**config.mk**
```make
export PLATFORM = sky130hd
export DESIGN_NAME = iob_uart_console_bridge
export DESIGN_NICKNAME = d
export VERILOG_FILES = /design/src/rtl/iob_uart_console_bridge.sv
export SDC_FILE = /design/constraint.sdc
export NUM_CORES = 1
export LEC_CHECK = 0
export CELL_PAD_IN_SITES_DETAIL_PLACEMENT = 0
export CELL_PAD_IN_SITES_GLOBAL_PLACEMENT = 1
export CORE_UTILIZATION = 40
export CTS_CLUSTER_SIZE = 40
export DETAILED_ROUTE_END_ITERATION = 6
export PLACE_DENSITY = 0.8
export SYNTH_ARGS = -nofsm -noshare
export SYNTH_HDL_FRONTEND = slang
export SYNTH_SLANG_ARGS = --single-unit
```
**constraint.sdc**
```tcl
create_clock -name clk -period 5 [get_ports clk]
set_input_delay 1 -clock clk [delete_from_list [all_inputs] [get_ports clk]]
set_output_delay 1 -clock clk [all_outputs]
set_load 0.005 [all_outputs]
```
**src/rtl/iob_uart_console_bridge.sv**
```systemverilog
// iob_uart_console_bridge
//
// Hardware replacement for the polled software console loop on an iob_uart.
// After reset it runs the UART init sequence (soft reset pulse, baud divisor,
// TX/RX enable). It then polls RXREADY/TXREADY and moves bytes between the
// UART and two host-side byte streams. Each stream is buffered by a
// first-word fall-through FIFO. RX bytes equal to ENQ (0x05) are flagged.
//
// Ports
//   clk, arst_n        clock, asynchronous active-low reset
//   uart_valid/addr/   bus request towards the iob_uart; all fields are held
//   wdata/wstrb        stable until uart_ready; wstrb == 0 means read
//   uart_rdata/ready   read data and completion, both sampled in one cycle
//   h2u_data/valid/    host-to-UART byte stream (TX FIFO input)
//   h2u_ready
//   u2h_data/valid/    UART-to-host byte stream (RX FIFO head)
//   u2h_ready
//   enq_seen           one-cycle pulse when a received byte equals 0x05
//   init_done          high once the init sequence has completed
module iob_uart_console_bridge #(
    parameter int          DATA_W          = 32,
    parameter int          ADDR_W          = 4,
    parameter int          FIFO_DEPTH_LOG2 = 3,
    parameter logic [15:0] UART_DIV        = 16'd434,
    parameter int          POLL_GAP        = 4,
    parameter int          SOFTRESET_ADDR  = 0,
    parameter int          DIV_ADDR        = 2,
    parameter int          TXDATA_ADDR     = 4,
    parameter int          TXEN_ADDR       = 5,
    parameter int          TXREADY_ADDR    = 6,
    parameter int          RXDATA_ADDR     = 7,
    parameter int          RXEN_ADDR       = 8,
    parameter int          RXREADY_ADDR    = 9
) (
    input  logic                clk,
    input  logic                arst_n,
    output logic                uart_valid,
    output logic [ADDR_W-1:0]   uart_addr,
    output logic [DATA_W-1:0]   uart_wdata,
    output logic [DATA_W/8-1:0] uart_wstrb,
    input  logic [DATA_W-1:0]   uart_rdata,
    input  logic                uart_ready,
    input  logic [7:0]          h2u_data,
    input  logic                h2u_valid,
    output logic                h2u_ready,
    output logic [7:0]          u2h_data,
    output logic                u2h_valid,
    input  logic                u2h_ready,
    output logic                enq_seen,
    output logic                init_done
);

    localparam int NB    = DATA_W / 8;
    localparam int PW    = FIFO_DEPTH_LOG2;
    localparam int DEPTH = 1 << PW;
    localparam int RX    = 0;
    localparam int TX    = 1;

    typedef logic [DATA_W-1:0] data_t;
    typedef logic [NB-1:0]     strb_t;
    typedef logic [ADDR_W-1:0] addr_t;
    typedef logic [PW:0]       ptr_t;

    typedef enum logic [3:0] {
        INIT_SR1,
        INIT_SR0,
        INIT_DIV,
        INIT_TXEN,
        INIT_RXEN,
        IDLE,
        POLL_RX,
        RD_RX,
        POLL_TX,
        WR_TX
    } state_t;

    // Registers are narrower than the bus: each access uses the byte lane
    // selected by the low address bits.
    function automatic data_t lane_data(input addr_t addr, input logic [15:0] value);
        int lane;
        lane = int'(addr) % NB;
        return data_t'(value) << (8 * lane);
    endfunction

    function automatic strb_t lane_strb(input addr_t addr, input logic wide);
        int lane;
        lane = int'(addr) % NB;
        return strb_t'(wide ? 2'b11 : 2'b01) << lane;
    endfunction

    function automatic logic [7:0] lane_byte(input addr_t addr, input data_t rdata);
        data_t shifted;
        shifted = rdata >> (8 * (int'(addr) % NB));
        return shifted[7:0];
    endfunction

    state_t      state, state_next;
    logic        run;
    logic [15:0] gap_cnt;
    logic        gap_done;
    logic        done;

    logic        req, req_write, req_wide;
    addr_t       req_addr;
    logic [15:0] req_value;
    logic [7:0]  rd_byte;
    logic        rx_push, tx_pop, set_init_done;

    logic [1:0]       fifo_push, fifo_pop, fifo_full, fifo_empty;
    logic [1:0][7:0]  fifo_wdata, fifo_head;

    // run is the only thing gating the bus: it clears asynchronously, so a
    // request in flight is withdrawn the instant arst_n falls, and it stays
    // low for the first cycle after release.
    assign done     = run && uart_ready;
    assign gap_done = gap_cnt >= 16'(POLL_GAP);

    // NOTE: sequential state uses non-blocking (<=) so every flop samples
    // pre-edge values; blocking assignments here would make results depend
    // on statement and process ordering.
    always_ff @(posedge clk or negedge arst_n) begin
        if (!arst_n) begin
            state     <= INIT_SR1;
            run       <= 1'b0;
            gap_cnt   <= '0;
            init_done <= 1'b0;
        end else begin
            state <= state_next;
            run   <= 1'b1;
            if (state != IDLE || gap_done) gap_cnt <= '0;
            else                           gap_cnt <= gap_cnt + 16'd1;
            if (set_init_done) init_done <= 1'b1;
        end
    end

    // NOTE: every signal written here gets a default first, so no path
    // through the case leaves one unassigned and no latch is inferred.
    always_comb begin
        state_next    = state;
        req           = 1'b0;
        req_write     = 1'b0;
        req_wide      = 1'b0;
        req_addr      = '0;
        req_value     = '0;
        rd_byte       = '0;
        rx_push       = 1'b0;
        tx_pop        = 1'b0;
        set_init_done = 1'b0;
        enq_seen      = 1'b0;

        unique case (state)
            INIT_SR1: begin
                req = 1'b1; req_write = 1'b1;
                req_addr = addr_t'(SOFTRESET_ADDR); req_value = 16'd1;
                if (done) state_next = INIT_SR0;
            end
            INIT_SR0: begin
                req = 1'b1; req_write = 1'b1;
                req_addr = addr_t'(SOFTRESET_ADDR); req_value = 16'd0;
                if (done) state_next = INIT_DIV;
            end
            INIT_DIV: begin
                req = 1'b1; req_write = 1'b1; req_wide = 1'b1;
                req_addr = addr_t'(DIV_ADDR); req_value = UART_DIV;
                if (done) state_next = INIT_TXEN;
            end
            INIT_TXEN: begin
                req = 1'b1; req_write = 1'b1;
                req_addr = addr_t'(TXEN_ADDR); req_value = 16'd1;
                if (done) state_next = INIT_RXEN;
            end
            INIT_RXEN: begin
                req = 1'b1; req_write = 1'b1;
                req_addr = addr_t'(RXEN_ADDR); req_value = 16'd1;
                if (done) begin
                    set_init_done = 1'b1;
                    state_next    = IDLE;
                end
            end
            // FIFO status is only consulted when choosing the next poll, never
            // while a transaction is pending.
            IDLE: begin
                if (gap_done) begin
                    if (!fifo_full[RX])       state_next = POLL_RX;
                    else if (!fifo_empty[TX]) state_next = POLL_TX;
                end
            end
            POLL_RX: begin
                req = 1'b1; req_addr = addr_t'(RXREADY_ADDR);
                rd_byte = lane_byte(req_addr, uart_rdata);
                if (done) begin
                    if (rd_byte[0])           state_next = RD_RX;
                    else if (!fifo_empty[TX]) state_next = POLL_TX;
                    else                      state_next = IDLE;
                end
            end
            RD_RX: begin
                req = 1'b1; req_addr = addr_t'(RXDATA_ADDR);
                rd_byte = lane_byte(req_addr, uart_rdata);
                if (done) begin
                    rx_push    = 1'b1;
                    enq_seen   = (rd_byte == 8'h05);
                    state_next = fifo_empty[TX] ? IDLE : POLL_TX;
                end
            end
            POLL_TX: begin
                req = 1'b1; req_addr = addr_t'(TXREADY_ADDR);
                rd_byte = lane_byte(req_addr, uart_rdata);
                if (done) state_next = rd_byte[0] ? WR_TX : IDLE;
            end
            WR_TX: begin
                req = 1'b1; req_write = 1'b1;
                req_addr = addr_t'(TXDATA_ADDR); req_value = {8'h00, fifo_head[TX]};
                if (done) begin
                    tx_pop     = 1'b1;
                    state_next = IDLE;
                end
            end
            default: state_next = INIT_SR1;
        endcase

        uart_valid = run && req;
        uart_addr  = uart_valid ? req_addr : '0;
        uart_wdata = (uart_valid && req_write) ? lane_data(req_addr, req_value) : '0;
        uart_wstrb = (uart_valid && req_write) ? lane_strb(req_addr, req_wide) : '0;
    end

    assign h2u_ready  = init_done && !fifo_full[TX];
    assign u2h_valid  = !fifo_empty[RX];
    assign u2h_data   = fifo_head[RX];

    assign fifo_push  = {h2u_valid && h2u_ready, rx_push};
    assign fifo_pop   = {tx_pop, u2h_ready};
    assign fifo_wdata = {h2u_data, rd_byte};

    // Two identical FWFT FIFOs (index RX, TX). The extra pointer bit tells
    // full from empty when the wrapped indices match.
    for (genvar f = 0; f < 2; f++) begin : g_fifo
        logic [7:0] mem [DEPTH];
        ptr_t       wr_ptr, rd_ptr;
        logic       do_push, do_pop;

        assign fifo_empty[f] = (wr_ptr == rd_ptr);
        assign fifo_full[f]  = (wr_ptr[PW] != rd_ptr[PW]) &&
                               (wr_ptr[PW-1:0] == rd_ptr[PW-1:0]);
        assign fifo_head[f]  = mem[rd_ptr[PW-1:0]];

        // A pop frees the slot a same-cycle push needs, so a full FIFO still
        // accepts a push while it is being popped.
        assign do_pop  = fifo_pop[f] && !fifo_empty[f];
        assign do_push = fifo_push[f] && (!fifo_full[f] || do_pop);

        // NOTE: the storage is reset together with the pointers so that every
        // flop clears on arst_n; a RAM-macro mapping would drop this loop.
        always_ff @(posedge clk or negedge arst_n) begin
            if (!arst_n) begin
                wr_ptr <= '0;
                rd_ptr <= '0;
                for (int i = 0; i < DEPTH; i++) mem[i] <= '0;
            end else begin
                if (do_push) begin
                    mem[wr_ptr[PW-1:0]] <= fifo_wdata[f];
                    wr_ptr              <= wr_ptr + 1'b1;
                end
                if (do_pop) rd_ptr <= rd_ptr + 1'b1;
            end
        end
    end

endmodule

```
After elaboration in Yosys (flattened, before gate mapping):

Index checks and enable logic that the tools add are counted.

* bits in registers: 166
* input bits: 45
* word-level logic and storage cells: 139

* add/subtract/negate cells: 5
* order comparisons: 7
* equality and inequality tests: 27
* shifts and indexed selects: 2
* muxes and demuxes: 44
* bitwise gates (word level): 4
* reduce and logical (&&, ||, !) cells: 26

Operators with widths (number)
* bitwise mux 64 bit: 2
* two-way mux 4 bit: 16
* binary-select mux 8 bit (select 3 bit): 2
* demux 8 bit (select 3 bit): 2
* two-way mux 8 bit: 6
* case mux 4 bit (9 select lines): 1
* two-way mux 32 bit: 1
* << shifter 16 x 5 -> 32 bit: 1
* case mux 4 bit (7 select lines): 1
* case mux 9 bit (3 select lines): 1
* case mux 8 bit (3 select lines): 1
* adder 16 x 1 -> 16 bit, second input constant: 1
* adder 4 x 1 -> 4 bit, second input constant: 4
* == test 4 x 3 -> 1 bit, second input constant: 4
* greater-or-equal comparator 16 x 3 -> 1 bit, second input constant: 1
* greater-or-equal comparator 4 bit, second input constant: 4
* two-way mux 16 bit: 1
* inequality test 2 bit, second input constant: 8
* inverter 3 -> 4 bit: 4
* logical AND 1 bit: 13
* AND reduction 10 bit: 1
* two-way mux 1 bit: 9
* OR reduction 9 bit: 1
* == test 4 x 2 -> 1 bit, second input constant: 2
* other kinds (18): 28

Logic depth before layout (Yosys ltp):

Gate-level depths: netlist of run 1.

* depth after elaboration: 7
* gate-level depth with buffers: 8
* depth with buffers taken out: 5

Worst setup path before layout of run 1:

No wires, ideal clock.

* kind: register to output
* start: register g_fifo[1].rd_ptr[0]
* end: output uart_wdata[5]
* arrival: 1760 ps
* setup slack: 2240 ps
* cell stages (with the launch flop): 7
* buffers on the path: 2
* cell sequence: dfrtp_1 > buf_6 > buf_2 > mux4_2 > mux2_2 > a21oi_1 > nor2_1

* longest elaborated chain between the ends: 7

RTL lines
* from (decl): line 240 `ptr_t wr_ptr, rd_ptr;`
* from (signal assigned): line 265 `if (do_pop) rd_ptr <= rd_ptr + 1'b1;`
* inverter 3 -> 4 bit (not written as such): line 246 `assign fifo_head[f] = mem[rd_ptr[PW-1:0]];`
* binary-select mux 8 bit (select 3 bit): line 246
* two-way mux 8 bit (not written as such) (2 in series): line 246
* case mux 9 bit (3 select lines): line 151 `unique case (state)`
* << shifter 16 x 5 -> 32 bit: line 82 `return data_t'(value) << (8 * lane);`
* two-way mux 32 bit: line 224 `uart_wdata = (uart_valid && req_write) ? lane_data(req_addr, req_value) : '0;`
* to (decl): line 39 `output logic [DATA_W-1:0] uart_wdata,`

Every way passes these cells. The select of a mux whose other input is x is not followed.

Worst setup path in the final report of run 1:

* start: register g_fifo[1].rd_ptr[0]
* end: output uart_wdata[7]

The elaborated chain is that of the path after synthesis.

==> results, run 1 <==
- At the placement stage, the worst setup path has a slack of 1090 ps.
- The synthesized netlist cell count is 645.
- The clock passes through at most 2 buffers.
- After filler insertion, the fill cell instance count of the layout stands at 1725.
- The simple logic cell fraction of the synthesized area is 10.5%.
- For this run, the slowest stage of the critical path takes 720 ps.
- The routability congestion estimate is 0.806.
- The floorplan step defined a die boundary enclosing 20600 µm².
- The iteration count of the initial detailed-routing pass is 4.
- CTS placed an instance of sky130_fd_sc_hd__clkbuf_16 at the clock tree root.
- The final clock skew is 11.3 ps.
- Buffers added to address setup during post-CTS repair amount to 0.
- STA classifies the critical path endpoint as an output port.
- Setup repair after global routing left no endpoint under its margin.
- For this run the aggregate overflow at the end of global routing stands at 0.
- The cts-stage hold buffer count is 0.
- At the later pin of the worst-skew pair, clock insertion delay measures 420 ps.
- For this block, the initial DRC count from the detailed router was 306.
- Measured on the finished design, the core utilization comes to 48.7%.
- The via count of the first global-routing pass is 5592.
- Sequential cells were found to cover 51.9% of the synthesized design area.
- The clock transition at the registers of the reported paths is 60 ps.
- The power density of the placed cells is 512 nW/µm².
- Gates resized during post-CTS repair numbered 0.
- The pin count of the biggest net entering global routing is 100.
- The total area of multi-input combinational cells is 3610 µm².
- The mux share of post-synthesis cell area is 21.6%.
- The met2 wirelength from detailed routing is 9.24 mm.
- For the worst setup path, the data arrival time is 3040 ps.
- The core region is 19500 µm².
- The sequential cells in the finished layout cover a total of 4150 µm².
- Setup violations remaining at the end of the flow were counted as 0.
- Setup total negative slack on the finished layout was measured at 0 ps.
- The actual slew at the worst max-slew pin is 1000 ps.
- The initialized floorplan defines 51 standard-cell rows.
- The share of the synthesized netlist area taken by xor and xnor gates is 2.30%.
- The count of clock tree sinks is 166.
- In the routed design, unresolved DRC markers number 0.
- The final period utilization is 80.9%.
- The synthesized netlist devotes 8.28% of its cell area to compound gates.
- The post-synthesis cell area is 8000 µm².
- Counting flops and latches in the post-synthesis netlist gives 166.
- The finished cells cover 9500 µm².
- TritonCTS built the clock tree.
- Derived from the worst setup path, the maximum achievable clock frequency is 0.247 GHz.
- The clock period could shrink to 4040 ps.
- The max-slew violation total from the final report was 0.
- The count of buffers from port buffering is 71.
- The worst pin sits at a relative slew slack of 33.3%.
- The critical path is of the reg2out type.
- The number of antenna violations at the first check in global routing was 0.
- Data on the critical path is required at its endpoint by 4000 ps.
- The worst hold path belongs to the class reg2reg.
- The maximum fanout along the worst path is 11.
- The setup slack of the critical path after layout is 956 ps.
- The detailed router used layers up to and including met4.
- The total count of hold-check failures in the final report is 0.
- After detailed routing, the met3 layer carries 762 µm of wire.
- Across all layers, the routed design uses 5291 vias.
- The die is 143 µm wide.
- The flow ran to the end, and the final reports show no timing, DRC or antenna violations.
- VDD sags by at most 0.000253 V.
- The total clock buffers created by CTS is 17.
- The first global-routing pass estimated 29.6 mm of wire.
- The leading cell type in the layout, fill and taps excluded is sky130_fd_sc_hd__dfrtp_1.
- The number of warnings printed during yosys synthesis is 0.
- In the final routing, the length of wire on met1 measures 7.82 mm.
- After synthesis, the mean cell area works out to 12.4 µm².
- The fraction of layout instances using a drive strength above 1 is 23.4%.
- Once the floorplan was initialized, standard cells occupied 41.0% of the core.
- The adder and majority cell fraction of the synthesized area is 0.939%.
- For flop-to-flop paths, the worst setup slack is 2010 ps.
- The net count reported at finish is 777.
- Max-cap violations in this run came to 0.
- The top cell types in the final layout, fill and taps aside, are sky130_fd_sc_hd__dfrtp_1, sky130_fd_sc_hd__mux2_2, sky130_fd_sc_hd__nand2_1.
- The die is 143 µm tall.
- The post-detailed-routing wire length is 18.1 mm.
- Once placement finished, the instance area stood at 8930 µm².
- The synthesis-to-layout area growth is 18.8%.
- Once detail routing completed, the nets flagged for antenna violations numbered 0.
- The worst setup path is launched from a flop.
- The routed wirelength normalized by instance count is 18.0 µm.
- The H-tree depth is 4.
- The number of different library cells in the post-synthesis netlist is 57.
- In the global route stage, overall resource usage came out at 19.2%.
- For this design, the slowest cell found on the critical path is sky130_fd_sc_hd__dfrtp_1.
- The number of top-level pins is 98.
- The wire-length estimate of the detail-placed layout is 12.5 mm.
- The largest family of logic cells by synthesized area is multiplexers.
- The number of antenna diodes in the final layout is 0.
- The reported leakage power is 4.02 nW.
- The number of vias per cell after detailed routing is 5.27.
- Traced cell by cell, the critical path runs through buf_4 -> mux4_2 -> mux2_2 -> a21oi_1 -> nor2_1 -> clkdlybuf4s50_1.
-- routing by layer --
layer / vias to the layer above / global-route usage, %
li1: 2438 / -
met1: 2706 / 23.6
met2: 130 / 32.8
met3: 17 / 4.93
met4: 0 / 6.33
met5: - / 0
-- synthesized netlist by cell type (all sizes together) --
library cell    n  area, µm²
xor2            7       61.3
nand4           4       31.3
nor3           17        124
a211o           1       8.76
a2bb2o          1       10.0
and3            2       12.5
and2b           1       7.51
nor4            6       58.8
or4             1       7.51
nor4b           1       23.8
inv            10       37.5
o22a            1       8.76
xnor2          14        123
o2111ai        10       93.8
a21o            1       7.51
or3             1       11.3
mux2           84        957
nand3           5       30.0
nand2          82        313
ha              6       75.1
o31a            1       8.76
a222oi          2       20.0
a22o            6       52.6
a41o            1       10.0
nand2b          5       31.3
mux4           32        721
o21ai          68        340
buf            42        278
mux2i           5       50.1
nor3b           2       15.0
o311ai          2       35.0
a32oi           1       8.76
a22oi           1       7.51
nor2b           7       43.8
conb            2       7.51
nand4b          1       8.76
dfrtp         166       4150
and4b           1       10.0
clkbuf          8       30.0
a21oi          10       50.1
and2            4       25.0
nor2           23       88.8
-- path summary, 6_finish.rpt --
check,to,from,cells after the start
worst min register to register,gap_cnt[0],gap_cnt[0],1
min in group asynchronous,g_fifo[0].rd_ptr[0],arst_n,1
max in group asynchronous,g_fifo[0].mem[45],arst_n,2
worst max-delay path,uart_wdata[7],g_fifo[1].rd_ptr[0],6
worst max register to register,state[3],g_fifo[0].rd_ptr[1],5
worst min-delay path,gap_cnt[0],gap_cnt[0],1
-- stage by stage --
stage | hold WS [ps] | cells | total power, mW
after detailed placement | 465 | 972 | 3.63
after floorplan | 432 | 675 | 3.16
after global routing | 497 | 1004 | 5.14
final | 476 | 1004 | 4.86
after CTS | 476 | 1004 | 4.91
after global placement | 444 | 972 | 3.53
-- layout make-up --
class	count	share of cell area (%)
Clock buffer	21	4.85
Sequential cell	166	43.7
Timing Repair Buffer	82	8.36
Tap cell	265	3.49
Inverter	10	0.395
Clock inverter	11	1.19
Multi-Input combinational cell	449	38.0
-- state kept, by name (all words and copies together), names as in the netlist --
name,cells
gap_cnt,16
g_fifo.wr_ptr,8
state,4
run,1
g_fifo.rd_ptr,8
g_fifo.mem,128
init_done,1
-- kinds of logic after synthesis --
logic type,after synthesis
other cells,2
compound gates,106
fa+ha+maj,6
flops,166
simple gates,163
buf+inv,60
mux,121
xor+xnor,21
-- power breakdown --
group	internal [mW]	switching, mW	leakage (nW)
Sequential	1.68	0.352	2.17
Combinational	0.853	0.709	1.57
Clock	0.722	0.544	0.279
Total	3.26	1.60	4.02
-- worst max-delay path: cells and delay by family (launching register included) --
kind,cells,cell delay [ps]
buffers and inverters,2,860
AND/OR/NAND/NOR,1,70
flip-flops,1,720
multiplexers,2,820
AO/OA/AOI/OAI,1,150
(Power assumes the default switching activity.)
==> inputs of run 2 (changes only) <==
--- a/config.mk
+++ b/config.mk
@@ -10,7 +10,7 @@
 export CORE_UTILIZATION = 40
 export CTS_CLUSTER_SIZE = 40
 export DETAILED_ROUTE_END_ITERATION = 6
-export PLACE_DENSITY = 0.8
+export PLACE_DENSITY = 0.83
 export SYNTH_ARGS = -nofsm -noshare
 export SYNTH_HDL_FRONTEND = slang
 export SYNTH_SLANG_ARGS = --single-unit
==> constraint.sdc (replaced) <==
create_clock -name clk -period 3.47 [get_ports clk]
set_input_delay 0.694 -clock clk [delete_from_list [all_inputs] [get_ports clk]]
set_output_delay 0.694 -clock clk [all_outputs]
set_load 0.005 [all_outputs]
==> results, run 2 (synthesized netlist as in run 1, its figures left out) <==
- The worst hold slack across all endpoints is 324 ps (was 476 ps).
- The clock tree root buffer cell was sky130_fd_sc_hd__clkbuf_16 (unchanged).
- The post-detailed-routing wire length is 17.5 mm (was 18.1 mm).
- The latest clock arrival within the worst-skew pair came to 430 ps (was 420 ps).
- The power density of the placed cells came to 733 nW/µm² (was 512 nW/µm²).
- Commonest cells after routing, fill and taps aside: sky130_fd_sc_hd__dfrtp_1, sky130_fd_sc_hd__mux2_2, sky130_fd_sc_hd__nand2_1 (unchanged).
- The flip-flop count of the largest register after layout is 128 (unchanged).
- The portion of total power attributed to sequential cells came to 40.2% (was 41.8%).
- The count of nets left with antenna violations after detail routing is 0 (unchanged).
- The total via count in the routed design is 5190 (was 5291).
- The data required time of the critical path is 2780 ps (was 4000 ps).
- The number of placed instances, taps included is 985 (was 972).
- The tightest slew margin relative to the limit came to 37.9% (was 33.3%).
- The area of the core came to 19500 µm² (unchanged).
- The non-filler instance count after layout is 1017 (was 1004).
- The time the final worst path needs with I/O delays and setup is 3330 ps.
- Largest registers in the final layout: g_fifo.mem: 128 flops, gap_cnt: 16 flops (unchanged).
- The total count of hold-check failures in the final report is 0 (unchanged).
- The placement row count is 51 (unchanged).
- The final-layout setup total negative slack is 0 ps (unchanged).
- The horizontal extent of the die is 143 µm (unchanged).
- The reported leakage power is 4.08 nW (was 4.02 nW).
- The number of max-cap violations was 0 (unchanged).
- The via count of the first global-routing pass was 5205 (was 5592).
- The routability congestion estimate is 0.781 (was 0.806).
- The critical path startpoint category is a flop (unchanged).
- The die area is 20600 µm² (unchanged).
- The number of buffer and inverter instances along the worst setup path is 2 (unchanged).
- Of the available clock period, the critical path in the final layout requires 96.1%.
- The worst endpoint data arrival time is 2640 ps (was 3040 ps).
- The cts-stage hold buffer count was 0 (unchanged).
- The net count reported at finish was 790 (was 777).
- The combinational fraction of design power is 33.9% (was 32.1%).
- The total setup violations reported at the end of the flow is 0 (unchanged).
- Cell Chain, Critical Path: buf_4 -> mux4_2 -> mux2_2 -> a21oi_1 -> nor2_1 -> clkdlybuf4s50_1 (unchanged).
- The TritonCTS clock tree was built (unchanged).
- The total clock buffers created by CTS is 17 (unchanged).
- The DRC violation count after routing came to 0 (unchanged).
- The final total power is 7.04 mW (was 4.86 mW).
- The number of antenna violations at the first check in global routing was 0 (unchanged).
- The switching part of the total power is 33.8% (was 33.0%).
- The wire length of the first global-routing pass is 28.5 mm (was 29.6 mm).
- The routed wirelength normalized by instance count is 17.2 µm (was 18.0 µm).
- The number of top-level pins is 98 (unchanged).
- The number of diodes added for antenna fixing is 0 (unchanged).
- The clock network fraction of total power was 25.9% (was 26.0%).
- The category of cells accounting for the largest share of critical-path delay is multiplexers (was buffers and inverters).
- The half-perimeter wire length after placement is 11.7 mm (was 12.5 mm).
- The synthesis-to-layout area growth is 20.2% (was 18.8%).
- The maximum vdd ir drop is 0.000407 V (was 0.000253 V).
- The height of the die is 143 µm (unchanged).
- The worst min-delay path category is in2async (was reg2reg).
- The maximum buffer depth of the clock tree came to 2 (unchanged).
- The actual slew at the worst max-slew pin was 932 ps (was 1000 ps).
- The fraction of layout instances using a drive strength above 1 is 25.1% (was 23.4%).
- The final clock skew is 13.0 ps (was 11.3 ps).
- The starting density of the core came to 41.0% (unchanged).
- The standard cell with the maximum stage delay on the critical path was sky130_fd_sc_hd__mux4_2 (was sky130_fd_sc_hd__dfrtp_1).
- The overall overflow remaining after global route is 0 (unchanged).
- The global-route usage over all layers is 18.6% (was 19.2%).
- The internal power is 4.66 mW (was 3.26 mW).
- The max-slew violation total from the final report is 0 (unchanged).
- The kind of end point of the critical path is an output port (unchanged).
- Status: completed (unchanged).
- The count of clock tree sinks was 166 (unchanged).
- The number of vias per cell after detailed routing is 5.10 (was 5.27).
- The count of buffers from port buffering is 71 (unchanged).
- The switching power is 2.38 mW (was 1.60 mW).
- Unrepaired setup endpoints after global routing: false (unchanged).
- The starting DRC count in detailed routing is 252 (was 306).
- The clock transition at the registers of the reported paths is 70 ps (was 60 ps).
- The largest stage delay on the critical path is 540 ps (was 720 ps).
- The pin count of the biggest net entering global routing is 92 (was 100).
- The leading cell type in the layout, fill and taps excluded is sky130_fd_sc_hd__dfrtp_1 (unchanged).
- The highest achievable clock rate is 0.300 GHz.
- The share of the core filled with cells is 49.2% (was 48.7%).
- The H-tree depth is 4 (unchanged).
- The register with the highest flop count is g_fifo.mem (unchanged).
- The iteration count of the initial detailed-routing pass was 5 (was 4).
- The maximum fanout along the worst path was 17 (was 11).
- The critical setup path kind is reg2out (unchanged).
run 2: cell count changes in the layout (fill, tap and decap cells not counted), moves of 2 or more:
cell	delta
sky130_fd_sc_hd__buf_4	+12
sky130_fd_sc_hd__clkbuf_1	-2
sky130_fd_sc_hd__clkbuf_8	-2
sky130_fd_sc_hd__clkinvlp_4	+2
sky130_fd_sc_hd__inv_8	+4
run 2: worst paths after layout:
check                                          from                end  slack [ps]  cells past startpoint
worst min register to register           gap_cnt[0]         gap_cnt[0]         470                      1
worst max-delay path            g_fifo[1].rd_ptr[0]      uart_wdata[5]         140                      6
min in group clk                         gap_cnt[0]         gap_cnt[0]         470                      1
worst max register to register  g_fifo[1].rd_ptr[2]   g_fifo[1].mem[5]         940                      5
worst min-delay path                         arst_n        gap_cnt[13]         320                      1
max in group asynchronous                    arst_n  g_fifo[1].mem[33]        2280                      2
run 2: area by class of cell:
class | instances | area [µm²]
Clock inverter | 15 | 138
Clock buffer | 17 | 425
Multi-Input combinational cell | 449 | 3620
Inverter | 10 | 37.5
Fill cell | 1772 | 9910
Timing Repair Buffer | 95 | 905
Sequential cell | 166 | 4150
Tap cell | 265 | 332
run 2: repair_timing:
action,CTS,global route
endpoints found under the setup margin,0,2
gates resized for setup,0,2
hold endpoints to repair,0,0
buffers inserted,0,0
run 2: power groups by stage:
stage | Sequential [mW] | Combinational (mW) | Clock [mW]
floorplan | 2.64 | 1.91 | 0
global placement | 2.83 | 2.35 | 0
detailed placement | 2.86 | 2.40 | 0
CTS | 2.83 | 2.41 | 1.85
global route | 2.90 | 2.62 | 1.94
finish | 2.83 | 2.39 | 1.82
run 2: routing by layer:
metal,wire length [µm],GRT usage [%]
met1,7860,24.3
met2,8820,31.2
met3,645,4.13
met4,215,4.70
met5,0,0
run 2: through the flow:
step | setup slack, ps | cell area (µm²)
after floorplan | 1020 | 8110
after global placement | 246 | 9040
after detailed placement | 276 | 9040
after CTS | 89.7 | 9600
after global routing | 29.0 | 9610
final | 135 | 9610
